--- config.mk ---
export PLATFORM = sky130hd
export DESIGN_NAME = dram_port_arbiter_flat
export DESIGN_NICKNAME = d
export VERILOG_FILES = /design/src/rtl/dram_port_arbiter_if.sv /design/src/rtl/dram_port_arbiter.sv /design/src/flat_wrapper.sv
export SDC_FILE = /design/constraint.sdc
export NUM_CORES = 1
export LEC_CHECK = 0
export BUFFER_PORTS_ARGS = -buffer_cell sky130_fd_sc_hd__buf_2
export CAP_MARGIN = 10
export CORE_MARGIN = 2
export CORE_UTILIZATION = 35
export CTS_CLUSTER_SIZE = 30
export DETAILED_ROUTE_END_ITERATION = 10
export PLACE_DENSITY = 0.64
export SLEW_MARGIN = 20
export SYNTH_ARGS = -nofsm -noshare
export SYNTH_HDL_FRONTEND = slang
export SYNTH_SLANG_ARGS = --single-unit
--- constraint.sdc ---
create_clock -name clock -period 5.3 [get_ports clock]
set_clock_uncertainty 0.15 [all_clocks]
set_input_delay 0.795 -clock clock [delete_from_list [all_inputs] [get_ports clock]]
set_output_delay 0.795 -clock clock [all_outputs]
set_load 0.02 [all_outputs]
--- src/rtl/dram_port_arbiter_if.sv ---
// dram_port_arbiter_if: bundle of core/external request lines, grant/read-return lines and the RAM port.
// Latency: none (wires only).
// Backpressure: none here; the arbiter's ack is the only flow control on the request side.
// Ports: slave = arbiter view (requests + mem_rdata in, acks/rdata/RAM controls out); master = the opposite side.
interface dram_port_arbiter_if #(
   parameter int N_REQ = 8,
   parameter int AW    = 9,
   parameter int DW    = 16
);
   logic [N_REQ-1:0]    req;
   logic [N_REQ-1:0]    we;
   logic [N_REQ*AW-1:0] addr_flat;
   logic [N_REQ*DW-1:0] wdata_flat;
   logic                ext_req;
   logic                ext_we;
   logic [AW-1:0]       ext_addr;
   logic [DW-1:0]       ext_wdata;

   logic [N_REQ-1:0]    ack;
   logic                ext_ack;
   logic [N_REQ-1:0]    rvalid;
   logic                ext_rvalid;
   logic [DW-1:0]       rdata;
   logic                busy;

   logic                mem_we;
   logic                mem_re;
   logic [AW-1:0]       mem_addr;
   logic [DW-1:0]       mem_wdata;
   logic [DW-1:0]       mem_rdata;

   modport slave (
      input  req, we, addr_flat, wdata_flat, ext_req, ext_we, ext_addr, ext_wdata, mem_rdata,
      output ack, ext_ack, rvalid, ext_rvalid, rdata, busy, mem_we, mem_re, mem_addr, mem_wdata
   );

   modport master (
      output req, we, addr_flat, wdata_flat, ext_req, ext_we, ext_addr, ext_wdata, mem_rdata,
      input  ack, ext_ack, rvalid, ext_rvalid, rdata, busy, mem_we, mem_re, mem_addr, mem_wdata
   );
endinterface

--- src/rtl/dram_port_arbiter.sv ---
// dram_port_arbiter: round-robin share of one single-port data RAM among N_REQ cores plus an external load/dump port.
// Latency: request sampled -> ack and RAM access next cycle; read data with rvalid two cycles after the access.
// Backpressure: level req held until ack; ext port always wins; a requester acked this cycle sits out one cycle.
// Ports: clock, reset (async, active-high); bus = dram_port_arbiter_if.slave carrying requests, acks, rdata and the RAM port.
module dram_port_arbiter #(
   parameter int N_REQ = 8,
   parameter int AW    = 9,
   parameter int DW    = 16
) (
   input  logic               clock,
   input  logic               reset,
   dram_port_arbiter_if.slave bus
);
   localparam int PW = (N_REQ > 1) ? $clog2(N_REQ) : 1;

   // Issue-stage registers (visible in the issue cycle)
   logic [N_REQ-1:0] ack_q;
   logic             ext_ack_q;
   logic             mem_we_q;
   logic             mem_re_q;
   logic [AW-1:0]    mem_addr_q;
   logic [DW-1:0]    mem_wdata_q;
   logic [PW-1:0]    ptr_q;

   // Read tag travelling with the access: stage 1 rides alongside mem_re,
   // stage 2 lines up with mem_rdata being valid.
   logic             rd1_ext_q;
   logic [PW-1:0]    rd1_idx_q;
   logic             rd2_vld_q;
   logic             rd2_ext_q;
   logic [PW-1:0]    rd2_idx_q;

   // Read-return registers
   logic [N_REQ-1:0] rvalid_q;
   logic             ext_rvalid_q;
   logic [DW-1:0]    rdata_q;

   logic [N_REQ-1:0] core_elig;
   logic             ext_elig;
   logic             grant_vld;
   logic [PW-1:0]    grant_idx;
   logic [PW-1:0]    ptr_nxt;
   logic [AW-1:0]    core_addr  [N_REQ];
   logic [DW-1:0]    core_wdata [N_REQ];

   for (genvar g = 0; g < N_REQ; g++) begin : g_unpack
      assign core_addr[g]  = bus.addr_flat[g*AW +: AW];
      assign core_wdata[g] = bus.wdata_flat[g*DW +: DW];
   end

   // Index k steps above base, wrapping at N_REQ.
   function automatic logic [PW-1:0] rr_idx(input logic [PW-1:0] base, input int k);
      int s;
      s = int'(base) + k;
      if (s >= N_REQ) s = s - N_REQ;
      return PW'(s);
   endfunction

   // The requester being acked right now is still showing req (it only sees
   // the ack this cycle), so it must not be granted again off that stale level.
   assign core_elig = bus.req & ~ack_q;
   assign ext_elig  = bus.ext_req & ~ext_ack_q;

   // Walk from the farthest position down to the pointer so the last hit,
   // i.e. the first one above the pointer, is the one that sticks.
   always_comb begin
      grant_vld = 1'b0;
      grant_idx = '0;
      for (int k = N_REQ - 1; k >= 0; k--) begin
         if (core_elig[rr_idx(ptr_q, k)]) begin
            grant_vld = 1'b1;
            grant_idx = rr_idx(ptr_q, k);
         end
      end
   end

   assign ptr_nxt = (grant_idx == PW'(N_REQ - 1)) ? '0 : grant_idx + 1'b1;

   always_ff @(posedge clock or posedge reset) begin
      if (reset) begin
         ack_q        <= '0;
         ext_ack_q    <= 1'b0;
         mem_we_q     <= 1'b0;
         mem_re_q     <= 1'b0;
         mem_addr_q   <= '0;
         mem_wdata_q  <= '0;
         ptr_q        <= '0;
         rd1_ext_q    <= 1'b0;
         rd1_idx_q    <= '0;
         rd2_vld_q    <= 1'b0;
         rd2_ext_q    <= 1'b0;
         rd2_idx_q    <= '0;
         rvalid_q     <= '0;
         ext_rvalid_q <= 1'b0;
         rdata_q      <= '0;
      end else begin
         ack_q     <= '0;
         ext_ack_q <= 1'b0;
         mem_we_q  <= 1'b0;
         mem_re_q  <= 1'b0;

         // External port outranks every core and leaves the pointer alone.
         if (ext_elig) begin
            ext_ack_q   <= 1'b1;
            mem_we_q    <= bus.ext_we;
            mem_re_q    <= ~bus.ext_we;
            mem_addr_q  <= bus.ext_addr;
            mem_wdata_q <= bus.ext_wdata;
            rd1_ext_q   <= 1'b1;
            rd1_idx_q   <= '0;
         end else if (grant_vld) begin
            ack_q[grant_idx] <= 1'b1;
            mem_we_q    <= bus.we[grant_idx];
            mem_re_q    <= ~bus.we[grant_idx];
            mem_addr_q  <= core_addr[grant_idx];
            mem_wdata_q <= core_wdata[grant_idx];
            rd1_ext_q   <= 1'b0;
            rd1_idx_q   <= grant_idx;
            ptr_q       <= ptr_nxt;
         end

         // mem_re_q doubles as the stage-1 tag valid.
         rd2_vld_q <= mem_re_q;
         rd2_ext_q <= rd1_ext_q;
         rd2_idx_q <= rd1_idx_q;

         rvalid_q     <= '0;
         ext_rvalid_q <= 1'b0;
         if (rd2_vld_q) begin
            rdata_q <= bus.mem_rdata;
            if (rd2_ext_q) ext_rvalid_q <= 1'b1;
            else           rvalid_q[rd2_idx_q] <= 1'b1;
         end
      end
   end

   assign bus.ack        = ack_q;
   assign bus.ext_ack    = ext_ack_q;
   assign bus.rvalid     = rvalid_q;
   assign bus.ext_rvalid = ext_rvalid_q;
   assign bus.rdata      = rdata_q;
   assign bus.mem_we     = mem_we_q;
   assign bus.mem_re     = mem_re_q;
   assign bus.mem_addr   = mem_addr_q;
   assign bus.mem_wdata  = mem_wdata_q;
   // Forced low in reset so a requester holding req does not show busy.
   assign bus.busy       = ~reset & ((|bus.req) | bus.ext_req | rd2_vld_q | mem_re_q);
endmodule

--- src/flat_wrapper.sv ---
// flat-port wrapper written by rule: the top's interface ports become plain ports
module dram_port_arbiter_flat 
#(
   parameter int N_REQ = 8,
   parameter int AW    = 9,
   parameter int DW    = 16
)
  (clock, reset, bus_req, bus_we, bus_addr_flat, bus_wdata_flat, bus_ext_req, bus_ext_we, bus_ext_addr, bus_ext_wdata, bus_mem_rdata, bus_ack, bus_ext_ack, bus_rvalid, bus_ext_rvalid, bus_rdata, bus_busy, bus_mem_we, bus_mem_re, bus_mem_addr, bus_mem_wdata);
  dram_port_arbiter_if #(.N_REQ(N_REQ), .AW(AW), .DW(DW)) bus_i ();
  input  logic clock;
  input  logic reset;
  input wire logic [$bits(bus_i.req)-1:0] bus_req;
  input wire logic [$bits(bus_i.we)-1:0] bus_we;
  input wire logic [$bits(bus_i.addr_flat)-1:0] bus_addr_flat;
  input wire logic [$bits(bus_i.wdata_flat)-1:0] bus_wdata_flat;
  input wire logic [$bits(bus_i.ext_req)-1:0] bus_ext_req;
  input wire logic [$bits(bus_i.ext_we)-1:0] bus_ext_we;
  input wire logic [$bits(bus_i.ext_addr)-1:0] bus_ext_addr;
  input wire logic [$bits(bus_i.ext_wdata)-1:0] bus_ext_wdata;
  input wire logic [$bits(bus_i.mem_rdata)-1:0] bus_mem_rdata;
  output wire logic [$bits(bus_i.ack)-1:0] bus_ack;
  output wire logic [$bits(bus_i.ext_ack)-1:0] bus_ext_ack;
  output wire logic [$bits(bus_i.rvalid)-1:0] bus_rvalid;
  output wire logic [$bits(bus_i.ext_rvalid)-1:0] bus_ext_rvalid;
  output wire logic [$bits(bus_i.rdata)-1:0] bus_rdata;
  output wire logic [$bits(bus_i.busy)-1:0] bus_busy;
  output wire logic [$bits(bus_i.mem_we)-1:0] bus_mem_we;
  output wire logic [$bits(bus_i.mem_re)-1:0] bus_mem_re;
  output wire logic [$bits(bus_i.mem_addr)-1:0] bus_mem_addr;
  output wire logic [$bits(bus_i.mem_wdata)-1:0] bus_mem_wdata;
  assign bus_i.req = bus_req;
  assign bus_i.we = bus_we;
  assign bus_i.addr_flat = bus_addr_flat;
  assign bus_i.wdata_flat = bus_wdata_flat;
  assign bus_i.ext_req = bus_ext_req;
  assign bus_i.ext_we = bus_ext_we;
  assign bus_i.ext_addr = bus_ext_addr;
  assign bus_i.ext_wdata = bus_ext_wdata;
  assign bus_i.mem_rdata = bus_mem_rdata;
  assign bus_ack = bus_i.ack;
  assign bus_ext_ack = bus_i.ext_ack;
  assign bus_rvalid = bus_i.rvalid;
  assign bus_ext_rvalid = bus_i.ext_rvalid;
  assign bus_rdata = bus_i.rdata;
  assign bus_busy = bus_i.busy;
  assign bus_mem_we = bus_i.mem_we;
  assign bus_mem_re = bus_i.mem_re;
  assign bus_mem_addr = bus_i.mem_addr;
  assign bus_mem_wdata = bus_i.mem_wdata;
  dram_port_arbiter #(.N_REQ(N_REQ), .AW(AW), .DW(DW)) u_core (.clock(clock), .reset(reset), .bus(bus_i));
endmodule
==> impl_metrics.tcl <==
set metrics [dict create \
    status "finished, final reports clean" \
    ctsHoldBuffers 0 \
    dr.pass1.iters 5 \
    sequentialPowerShare_pct 13.1 \
    sw_frac_of_total_pct 50.86 \
    critPathKind "reg2reg" \
    die_w_um 132.0 \
    seq_area_mm2 0.001827 \
    fin_ws_ns 0.6903 \
    syn_to_final_growth_pct 36.94 \
    clock-sinks 73 \
    timing.max_slew.rel_slack_pct 45.11 \
    gp_congestion 0.9732 \
    grt_pass1_vias 6127 \
    cts_root_buf "clkbuf_16" \
    yosysWarnings 0 \
    netlist_area_mm2 0.005730 \
    crit_fanout 27 \
    final.min_clock_period_ns 4.610 \
    port-buffer-count 322 \
    cts_tree "done" \
    fmax_mhz 216.9 \
    clock_latency_ns 0.34 \
    drc 0 \
    drive_above_1_share_pct 45.73 \
    slew_violations 0 \
    clock_power_share_pct 8.3 \
    post_cts_resized 0 \
    cts_buffer_depth 2 \
    wl_per_cell_um 20.53 \
    fill_cells 1580 \
    dp_hpwl_mm 17.42 \
    synth_nets 856 \
    cts_setup_buffers 0 \
    syn_area_per_cell_um2 9.696 \
    grt_antenna_before_repair 1 \
    switchingPower_mw 3.975 \
    die_y_um 132.0 \
    ir_drop_mv 0.7471 \
    grt_usage_pct 25.83 \
    leakage_nw 4.010 \
    combPwrFrac_pct 78.6 \
    place_ws_ns 0.8083 \
    clkTransAtPathRegs_ns 0.06 \
    fin_nets 1161 \
    crit_path_start_kind "flop" \
    grt_overflow_total 0 \
    synth_cell_types 61 \
    final_cell_mix "buf_2 (322), mux2i_1 (114), dfrtp_1 (73), nand2_1 (69)" \
    rsz0062_at_grt "no" \
    synthCells 591 \
    setup_viol 0 \
    ys_ff_latch 73 \
    placementRows 46 \
    hold_depth 0 \
    cp.required_ns 5.43 \
    yosysSeqAreaShare_pct 31.88 \
    power_density_mw_per_mm2 995.8 \
    cts_made_buffers 9 \
    multi_input_area_mm2 0.003647 \
    grt_pass1_wl_mm 34.54 \
    holdCritPathClass "reg2reg" \
    setup_tns_ns 0 \
    final_common_cell "buf_2" \
    start_util_pct 35.94 \
    drtAntennaViolNets 0 \
    vias 6188 \
    fin_crit_sh_pct 86.97 \
    worst_pin_slew_ns 0.8233 \
    reg2reg_depth 11 \
    vias_per_cell 5.535 \
    drtIter0Drc 467 \
    wl_mm 22.95 \
    core_mm2 0.01594 \
    cap_viol_max_count 0 \
    end_kind "flop" \
    synth_flop_cell "dfrtp_1" \
    hold_viol 0 \
    intPower_mw 3.840 \
    grt_max_degree 55 \
    async_flop_share_pct 100.0 \
    synth-edff-count 0 \
    dieArea_mm2 0.01741 \
    ios 323 \
    crit_arrival_ns 4.74 \
    cts-htree-levels 3 \
]
## stage by stage
stage                     area, um2  hold WS, ns  util (%)  power, mW  instances
final                          7848       0.2269     49.22      7.815       1118
after global routing           7848       0.2492     49.22      8.335       1118
after CTS                      7845       0.2305     49.21      7.823       1117
after detailed placement       7532       0.2137     47.25      7.148       1101
after global placement         7532       0.2183     47.25      7.138       1101
after floorplan                5731       0.2035         -      5.672        591
## layer usage
metal	up-vias	global-route usage [%]	wire [um]
met3	35	4.998	1865
met1	2965	32.78	9144
met2	330	44.04	11390
li1	2858	-	-
met4	0	8.635	551
met5	-	0	0
## cell usage after synthesis (3+ instances only)
master / number / share of area, %
o221ai_1: 25 / 3.8
dfrtp_1: 73 / 32
buf_2: 15 / 1.3
a31oi_1: 4 / 0.44
a21oi_1: 7 / 0.61
mux4_2: 14 / 5.5
nor2b_1: 9 / 0.98
mux2i_1: 114 / 20
nor4_1: 6 / 0.66
nand2_1: 69 / 4.5
buf_4: 4 / 0.52
clkbuf_1: 18 / 1.2
o21ai_0: 14 / 1.2
nor2_1: 23 / 1.5
o21a_1: 15 / 2.0
ha_1: 4 / 0.87
nand2_2: 4 / 0.44
a211oi_1: 3 / 0.39
a2bb2oi_2: 10 / 2.6
inv_1: 6 / 0.39
mux2_2: 19 / 3.7
nand2b_1: 9 / 0.98
and2_1: 3 / 0.33
o21ai_1: 21 / 1.8
nor3_1: 6 / 0.52
buf_1: 4 / 0.26
o31ai_1: 3 / 0.39
nand3_1: 11 / 0.96
o22ai_1: 25 / 2.7
inv_2: 4 / 0.26
nand4_1: 5 / 0.55
buf_6: 3 / 0.59
## final cells by class
class / instances / share of cell area, %
Inverter: 11 / 0.5580
Tap cell: 216 / 3.444
Antenna cell: 1 / 0.03189
Clock buffer: 10 / 3.045
Multi-Input combinational cell: 463 / 46.48
Clock inverter: 6 / 0.9407
Sequential cell: 73 / 23.28
Timing Repair Buffer: 338 / 22.23
## power groups by stage
stage	clock [mW]	combinational, mW	sequential [mW]
4_1_cts	0.662	6.14	1.03
3_3_place_gp	0	6.11	1.03
2_1_floorplan	0	4.49	1.18
3_5_place_dp	0	6.12	1.03
6_report	0.646	6.14	1.03
5_1_grt	0.686	6.59	1.06
## kinds of logic (layout without fill, tap and decap cells)
logic type	Yosys count	in the layout	share of synthesized area, %
muxes	148	148	29.34
buffers and inverters	55	365	4.607
adders and majority gates	4	4	0.8734
and+or+nand+nor	157	157	13.12
AOI/OAI and AO/OA	150	150	19.56
other	0	1	0
xor gates and xnor gates	4	4	0.6115
DFF	73	73	31.88
## flip-flops by register name, summed over array words and instances, names as in the netlist, 3 cells and up
signal                cells
u_core.bus.mem_wdata     16
u_core.bus.rdata         16
u_core.bus.mem_addr       9
u_core.bus.ack            8
u_core.bus.rvalid         8
u_core.ptr_q              3
u_core.rd1_idx_q          3
u_core.rd2_idx_q          3
## final timing paths
kind	startpoint	to	slack, ns
max	u_core.ptr_q[1]$_DFFE_PP0P_	u_core.bus.mem_addr[1]$_DFFE_PP0P_	0.69
min	u_core.rd1_idx_q[1]$_DFFE_PP0P_	u_core.rd2_idx_q[1]$_DFF_PP0_	0.23
max reg2reg	u_core.ptr_q[1]$_DFFE_PP0P_	u_core.bus.mem_addr[1]$_DFFE_PP0P_	0.69
min reg2reg	u_core.rd1_idx_q[1]$_DFFE_PP0P_	u_core.rd2_idx_q[1]$_DFF_PP0_	0.23
max in group asynchronous	reset	u_core.rd2_ext_q$_DFF_PP0_	3.69
min in group asynchronous	reset	u_core.bus.ack[0]$_DFF_PP0_	0.31
## worst max-delay path: stages, from the launching register on
cell and delay [ns]:
dfrtp_1 0.70, ha_1 0.35, xor2_1 0.37, mux4_2 0.56
mux2_2 0.34, a2111oi_1 0.54, o21a_1 0.32, nor2_2 0.08
inv_2 0.12, nand2_2 0.44, o22ai_1 0.40, o21a_1 0.18
No activity file was read; power rests on OpenSTA's default activity.
